<file path="config.mk">
export PLATFORM = sky130hd
export DESIGN_NAME = design_example_initiator
export DESIGN_NICKNAME = d
export VERILOG_FILES = /design/src/rtl/design_example_initiator.sv
export SDC_FILE = /design/constraint.sdc
export NUM_CORES = 1
export LEC_CHECK = 0
export ABC_AREA = 1
export BUFFER_PORTS_ARGS = -buffer_cell sky130_fd_sc_hd__buf_2
export CORE_MARGIN = 2
export CORE_UTILIZATION = 55
export CTS_BUF_LIST = sky130_fd_sc_hd__clkbuf_16
export DETAILED_ROUTE_END_ITERATION = 10
export GPL_TIMING_DRIVEN = 0
export PLACE_DENSITY = 0.91
export REMOVE_ABC_BUFFERS = 1
export SETUP_SLACK_MARGIN = 0.5
export SKIP_LAST_GASP = 1
export SLEW_MARGIN = 40
export SYNTH_ARGS = -nofsm -noshare
export SYNTH_HDL_FRONTEND = slang
export SYNTH_SLANG_ARGS = --single-unit
</file>
<file path="constraint.sdc">
create_clock -name clock -period 2.2 [get_ports clock]
set_clock_uncertainty 0.2 [all_clocks]
set_input_delay 0.22 -clock clock [delete_from_list [all_inputs] [get_ports clock]]
set_output_delay 0.22 -clock clock [all_outputs]
set_load 0.05 [all_outputs]
</file>
<file path="src/rtl/design_example_initiator.sv">
// Launches one Start/A/E/F counter-pair run per accepted go, then reports the captured A/E, latency and pass/fail.
// Optional macro CYCLE_CHECK_EN adds a per-cycle A-sequence check and makes latency part of pass.
module design_example_initiator #(
    parameter int         TIMEOUT = 64,
    parameter int         LAT_W   = 8,
    parameter logic [3:0] EXP_A   = 4'b1101,
    parameter logic       EXP_E   = 1'b1,
    parameter int         EXP_LAT = 14
) (
    input  logic             clock,
    input  logic             reset,
    input  logic             go,
    input  logic [3:0]       a_in,
    input  logic             e_in,
    input  logic             f_in,
    output logic             start,
    output logic             busy,
    output logic             done,
    output logic             pass,
    output logic             timeout,
    output logic             f_stuck,
    output logic             seq_err,
    output logic [3:0]       a_cap,
    output logic             e_cap,
    output logic [LAT_W-1:0] lat,
    output logic [7:0]       run_cnt
);

    typedef enum logic [1:0] {IDLE, START, WAIT, FIN} state_t;

    state_t           state;
    logic [LAT_W-1:0] cnt;
    logic             seq_flag;
    logic             lat_ok;

`ifdef CYCLE_CHECK_EN
    logic seq_acc;
    logic seq_bad_now;

    // A must track cnt up to 13 and then hold at 13 until F rises.
    always_comb begin
        seq_bad_now = 1'b0;
        if (state == WAIT && !f_in) begin
            if (cnt < LAT_W'(14))
                seq_bad_now = (a_in != cnt[3:0]);
            else
                seq_bad_now = (a_in != 4'd13);
        end
    end

    assign seq_flag = seq_acc | seq_bad_now;
    assign lat_ok   = (cnt == LAT_W'(EXP_LAT));

    // Sticky mismatch within a run; only published to seq_err on FIN entry.
    always_ff @(posedge clock or posedge reset) begin
        if (reset)
            seq_acc <= 1'b0;
        else if (state == START)
            seq_acc <= 1'b0;
        else if (seq_bad_now)
            seq_acc <= 1'b1;
    end
`else
    assign seq_flag = 1'b0;
    assign lat_ok   = 1'b1;
`endif

    always_ff @(posedge clock or posedge reset) begin
        if (reset) begin
            state   <= IDLE;
            cnt     <= '0;
            start   <= 1'b0;
            busy    <= 1'b0;
            done    <= 1'b0;
            pass    <= 1'b0;
            timeout <= 1'b0;
            f_stuck <= 1'b0;
            seq_err <= 1'b0;
            a_cap   <= '0;
            e_cap   <= 1'b0;
            lat     <= '0;
            run_cnt <= '0;
        end else begin
            case (state)
                IDLE: begin
                    if (go) begin
                        state   <= START;
                        start   <= 1'b1;
                        busy    <= 1'b1;
                        pass    <= 1'b0;
                        timeout <= 1'b0;
                        f_stuck <= 1'b0;
                        seq_err <= 1'b0;
                        a_cap   <= '0;
                        e_cap   <= 1'b0;
                        lat     <= '0;
                    end
                end
                START: begin
                    // The pair samples Start on this edge and clears its A and F.
                    state <= WAIT;
                    start <= 1'b0;
                    cnt   <= '0;
                end
                WAIT: begin
                    if (cnt == '0 && f_in) begin
                        state   <= FIN;
                        done    <= 1'b1;
                        run_cnt <= run_cnt + 8'd1;
                        f_stuck <= 1'b1;
                    end else if (f_in) begin
                        state   <= FIN;
                        done    <= 1'b1;
                        run_cnt <= run_cnt + 8'd1;
                        a_cap   <= a_in;
                        e_cap   <= e_in;
                        lat     <= cnt;
                        seq_err <= seq_flag;
                        pass    <= !seq_flag && (a_in == EXP_A) && (e_in == EXP_E) && lat_ok;
                    end else if (cnt == LAT_W'(TIMEOUT - 1)) begin
                        state   <= FIN;
                        done    <= 1'b1;
                        run_cnt <= run_cnt + 8'd1;
                        timeout <= 1'b1;
                        lat     <= LAT_W'(TIMEOUT);
                        seq_err <= seq_flag;
                    end else begin
                        cnt <= cnt + 1'b1;
                    end
                end
                FIN: begin
                    state <= IDLE;
                    done  <= 1'b0;
                    busy  <= 1'b0;
                end
                default: state <= IDLE;
            endcase
        end
    end

endmodule

</file>
# After elaboration in Yosys (flattened, before gate mapping)
# Index checks and enable logic that the tools add are counted.
[totals] register_bits=38 in_bits=9 output_inout_bits=28 wordCells=93
[classes] add_sub_neg=2 n_eq_ne=14 n_mux=44 n_reduce_logical=20
[ops] cell="2-to-1 mux 8 bit" n=10
[ops] cell="case mux 8 bit (2 select lines)" n=2
[ops] cell="adder 8 x 1 -> 8 bit (second input constant)" n=2
[ops] cell="case mux 1 bit (2 select lines)" n=8
[ops] cell="2-to-1 mux 1 bit" n=15
[ops] cell="inequality test 2 bit (second input constant)" n=7
[ops] cell="2-to-1 mux 4 bit" n=3
[ops] cell="AND reduction 4 bit" n=3
[ops] cell="AND reduction 2 bit" n=5
[ops] cell="nonzero test 2 bit" n=5
[ops] cell="equality test 8 x 6 -> 1 bit (second input constant)" n=1
[ops] cell="logical NOT 8 bit" n=1
[ops] cell="2-to-1 mux 2 bit" n=4
[ops] cell="case mux 2 bit (4 select lines)" n=1
[ops] cell="case mux 4 bit (2 select lines)" n=1
[ops] cell="AND reduction 5 bit" n=1
[ops] cell="equality test 2 bit (second input constant)" n=2
[ops] cell="equality test 4 bit (second input constant)" n=1
[ops] cell="inequality test 4 bit (second input constant)" n=1
[ops] cell="inequality test 3 bit (second input constant)" n=1
[ops] cell="AND reduction 3 bit" n=1
[ops] cell="nonzero test 3 bit" n=1
[ops] cell="equality test 2 x 1 -> 1 bit (second input constant)" n=1
[ops] cell="logical AND 1 bit" n=2
[ops] cell="logical NOT 2 bit" n=1

# Logic depth before layout (Yosys ltp)
[logic_depth] word_depth=5 depth_mapped=9 mapped_depth_nobuf=9

# Least setup slack after synthesis
# No wires, ideal clock.
[synth_path] path_kind="register to register" from="register state[0]" to="register a_cap[0]" setup_time_ns=0.122 arrival_time_ns=1.410 t_required_ns=1.878 setup_slack_ns=0.467 path_stages_with_launch=10 n_path_buf=1 synth_period_minus_slack_ns=1.733 path_cell_list="dfrtp_1 > inv_1 > ha_1 > inv_2 > nor2_4 > nor3_1 > nand2_1 > buf_2 > nand2_1 > o21ai_1"
[synth_via] elab_chain_cells=3 elab_cells_between_ends=8 classes_between="eq/ne (4); mux (1); reduce/logical (3)"
[synth_lines] item="from (decl)" line_no="31" rtl="state_t state;"
[synth_lines] item="from (signal assigned)" line_no="70" rtl="state <= IDLE;"
[synth_lines] item="from (signal assigned)" line_no="87" rtl="state <= START;"
[synth_lines] item="from (signal assigned)" line_no="101" rtl="state <= WAIT;"
[synth_lines] item="equality test 2 bit / logical NOT 2 bit (equally long branches)" line_no="84" rtl="case (state)"
[synth_lines] item="inequality test 2 bit (no source line) / nonzero test 2 bit (equally long branches)"
[synth_lines] item="AND reduction 4 bit (no source line)"
[synth_lines] item="to (signal assigned)" line_no="115" rtl="a_cap <= a_in;"
[synth_lines] item="to (decl)" line_no="23" rtl="output logic [3:0] a_cap,"
# Several ways; a longest one is shown, not always the timed one.
# A chain may end at the register's enable or synchronous reset.

# Worst setup path after layout
[layout_path] from="register state[0]" to="register state[1]"
[layout_via] elab_chain_cells=3 elab_cells_between_ends=8 classes_between="eq/ne (5); mux (1); reduce/logical (2)"
[layout_lines] item="equality test 2 bit / logical NOT 2 bit (equally long branches)" line_no="84"
[layout_lines] item="inequality test 4 bit (no source line) / inequality test 2 bit (equally long branches)"
[layout_lines] item="AND reduction 2 bit (no source line)"
# Several ways; a longest one is shown, not always the timed one.

==> impl_metrics.json <==
{
  "reg2regPathDepth": 9,
  "routedWlPerCell_um": 21.38,
  "gp_congestion": 0.8374,
  "start_kind": "register",
  "post-dp-hpwl_um": 3080,
  "die_width_um": 65.58,
  "dp_cells": 342,
  "fin_crit_sh": 0.8470,
  "required_ns": 2.16,
  "num_antenna_cells": 0,
  "worst-path-max-fanout": 6,
  "synth_cell_types": 29,
  "htreeDepth": 2,
  "dieArea_mm2": 0.004301,
  "arrival_ns": 1.82,
  "synth_area_per_cell_um2": 7.783,
  "grt_start_max_net_pins": 38,
  "ys_warn_count": 0,
  "hold_path.class": "primary input to register",
  "clock_sinks": 37,
  "routed_via_density": 6.449,
  "synth_top_flop_cell": "dfrtp_1",
  "hold_ws_ns": 0.01086,
  "worst_slew_pin_slew_ns": 0.6395,
  "syn_area_mm2": 0.002086,
  "worstSetupPathType": "register to register",
  "synth_edf_count": 0,
  "holdPathStages": 3,
  "drt-initial-drc-count": 397,
  "totalNegativeSetupSlack_ns": 0,
  "finalHoldViolations": 0,
  "clock-root-buffer": "clkbuf_16",
  "firstDrtPassIters": 5,
  "maxSlewViolCount": 0,
  "power.density_mw_per_mm2": 1476,
  "slew_headroom": 0.5732,
  "outcome": "finished, final reports clean",
  "grt_pass1_vias": 2120,
  "reg2reg_slack_ns": 0.34,
  "seq_area_frac_synth": 0.4439,
  "numPortBuffers": 35,
  "drv_cap": 0,
  "vias": 2457,
  "whs_endpoint": "e_cap",
  "ir_worst_vdd_mv": 0.9198,
  "min_from": "e_in",
  "area_growth_pct": 39.77,
  "fin_nets": 348,
  "antenna_found_initial": 0,
  "place_area_mm2": 0.002258,
  "postSynthCellCount": 268,
  "drive_gt1_frac": 0.3784,
  "ios": 37,
  "cts.path.max_buffers": 2,
  "finalWirelength_um": 8144,
  "drc": 0,
  "leakage_nw": 1.512,
  "r2r_end": "state[1]",
  "cts_tree": "built",
  "fmax_mhz": 536.6,
  "row_count": 22,
  "finalCriticalPeriod_ns": 1.863,
  "clk_latency_ns": 0.29,
  "crit_path_end_kind": "register",
  "die_h_um": 65.58,
  "numCtsBuffers": 5,
  "fillers": 183,
  "rsz0062_at_grt": "yes",
  "stdcell_count": 381,
  "ant_nets": 0,
  "r2r-start": "state[0]",
  "start_util": 0.5697,
  "finalSetupViolations": 0,
  "grt_usage": 0.3225,
  "ys_seq_elements": 37,
  "cts.clk_slew.worst_paths_ns": 0.06,
  "grt_pass1_wl_um": 10460,
  "coreArea_mm2": 0.003661,
  "fin_area_mm2": 0.002915,
  "grt_overflow": 0,
  "synthArstFlopShare": 1.000
}
-- worst max-delay path, cell delays in order (launching register included) --
cell and delay, ns:
dfrtp_1 0.42, inv_2 0.13, ha_4 0.25, inv_8 0.06, nor2_4 0.13, buf_12 0.14
nand2_8 0.09, buf_4 0.16, nand3_1 0.09, nand2_1 0.08
-- report_power, final --
group | total, mW | leakage, nW | switching, mW | internal [mW]
combinational | 2.56 | 0.945 | 1.70 | 0.859
clock | 0.694 | 0.0748 | 0.283 | 0.412
sequential | 1.05 | 0.492 | 0.191 | 0.858
total | 4.30 | 1.51 | 2.17 | 2.13
-- placed cells by master (no fill, tap or decap), types with 5 or more instances in the layout --
cell,count
inv_2,5
dfrtp_1,35
nand3_1,16
nor2_4,5
nand2_1,77
nand2_2,16
nor2_1,17
o21ai_2,5
buf_4,21
o21ai_1,9
inv_1,19
buf_2,35
clkbuf_16,5
nand4_1,11
-- cell type report --
cell class,instances,area (um2),area share
clock buffer,5,125.1,0.04292
clock inverter,3,13.76,0.004721
inverter,27,115.1,0.03948
multi-input combinational,199,1247,0.4279
sequential,37,928.4,0.3185
tap,48,60.06,0.02060
timing repair buffer,62,425.4,0.1459
-- how the worst max path moves through the flow --
stage | slack (ns) | depth (start not counted) | start | endpoint
global placement | -0.24 | 7 | state[0] | lat[4]
finish | 0.34 | 9 | state[0] | state[1]
floorplan | 0.1 | 7 | state[0] | lat[0]
global route | 0.32 | 9 | state[0] | e_cap
detailed placement | -0.32 | 7 | state[0] | lat[7]
CTS | 0.50 | 8 | cnt[0] | lat[7]
-- routing by layer --
metal | track usage | share of wire | wire, um
met5 | 0 | 0 | 0
met2 | 0.5306 | 0.47 | 3799
met1 | 0.3967 | 0.34 | 2775
met3 | 0.08048 | 0.12 | 1012
met4 | 0.1510 | 0.068 | 557
-- through the flow --
stage	power, mW	util	setup WS (ns)
finish	4.302	0.7963	0.3366
global route	4.455	0.7963	0.3200
CTS	3.651	0.7225	0.4978
detailed placement	2.534	0.6169	-0.3203
global placement	2.470	0.6169	-0.2411
floorplan	2.172	-	0.09675
-- synthesized netlist by cell type, types with 2 or more instances --
| library cell | n | area, um2 |
|---|---|---|
| nand2_1 | 92 | 345.3 |
| nor2_1 | 23 | 86.33 |
| buf_2 | 5 | 25.02 |
| nand2_2 | 4 | 25.02 |
| inv_1 | 24 | 90.09 |
| dfrtp_1 | 37 | 925.9 |
| buf_6 | 2 | 22.52 |
| o21ai_1 | 10 | 50.05 |
| buf_4 | 2 | 15.01 |
| inv_2 | 3 | 11.26 |
| nor3_1 | 4 | 20.02 |
| xor2_1 | 3 | 26.28 |
| o21ai_2 | 4 | 35.03 |
| nand3b_1 | 3 | 22.52 |
| o21ai_0 | 4 | 20.02 |
| nand4_1 | 11 | 68.82 |
| ha_1 | 7 | 87.58 |
| a21oi_1 | 2 | 10.01 |
| nand3_1 | 18 | 90.09 |
-- kinds of logic after synthesis --
kind of cell / after synthesis / share of synthesized area
AOI/OAI and AO/OA: 22 / 0.06299
xor gates and xnor gates: 3 / 0.01260
adders and majority gates: 7 / 0.04199
buffers and inverters: 36 / 0.07858
DFF: 37 / 0.4439
other: 1 / 0.001798
and+or+nand+nor: 162 / 0.3581
-- state kept, by name (all words and copies together), names as in the netlist --
name and cells:
e_cap 1, a_cap 4, timeout 1, cnt 8
done 1, run_cnt 8, lat 8, pass 1
busy 1, state 2, f_stuck 1, start 1
-- timing repair --
item | in CTS | in global routing
setup buffers | 9 | 17
cloned | 3 | 1
gates resized for setup | 26 | 35
endpoints found under the setup margin | 35 | 36
hold buffers | 1 | 0
pin swaps | 3 | 15
endpoints found under the hold margin | 37 | 0
(Power assumes the default switching activity.)
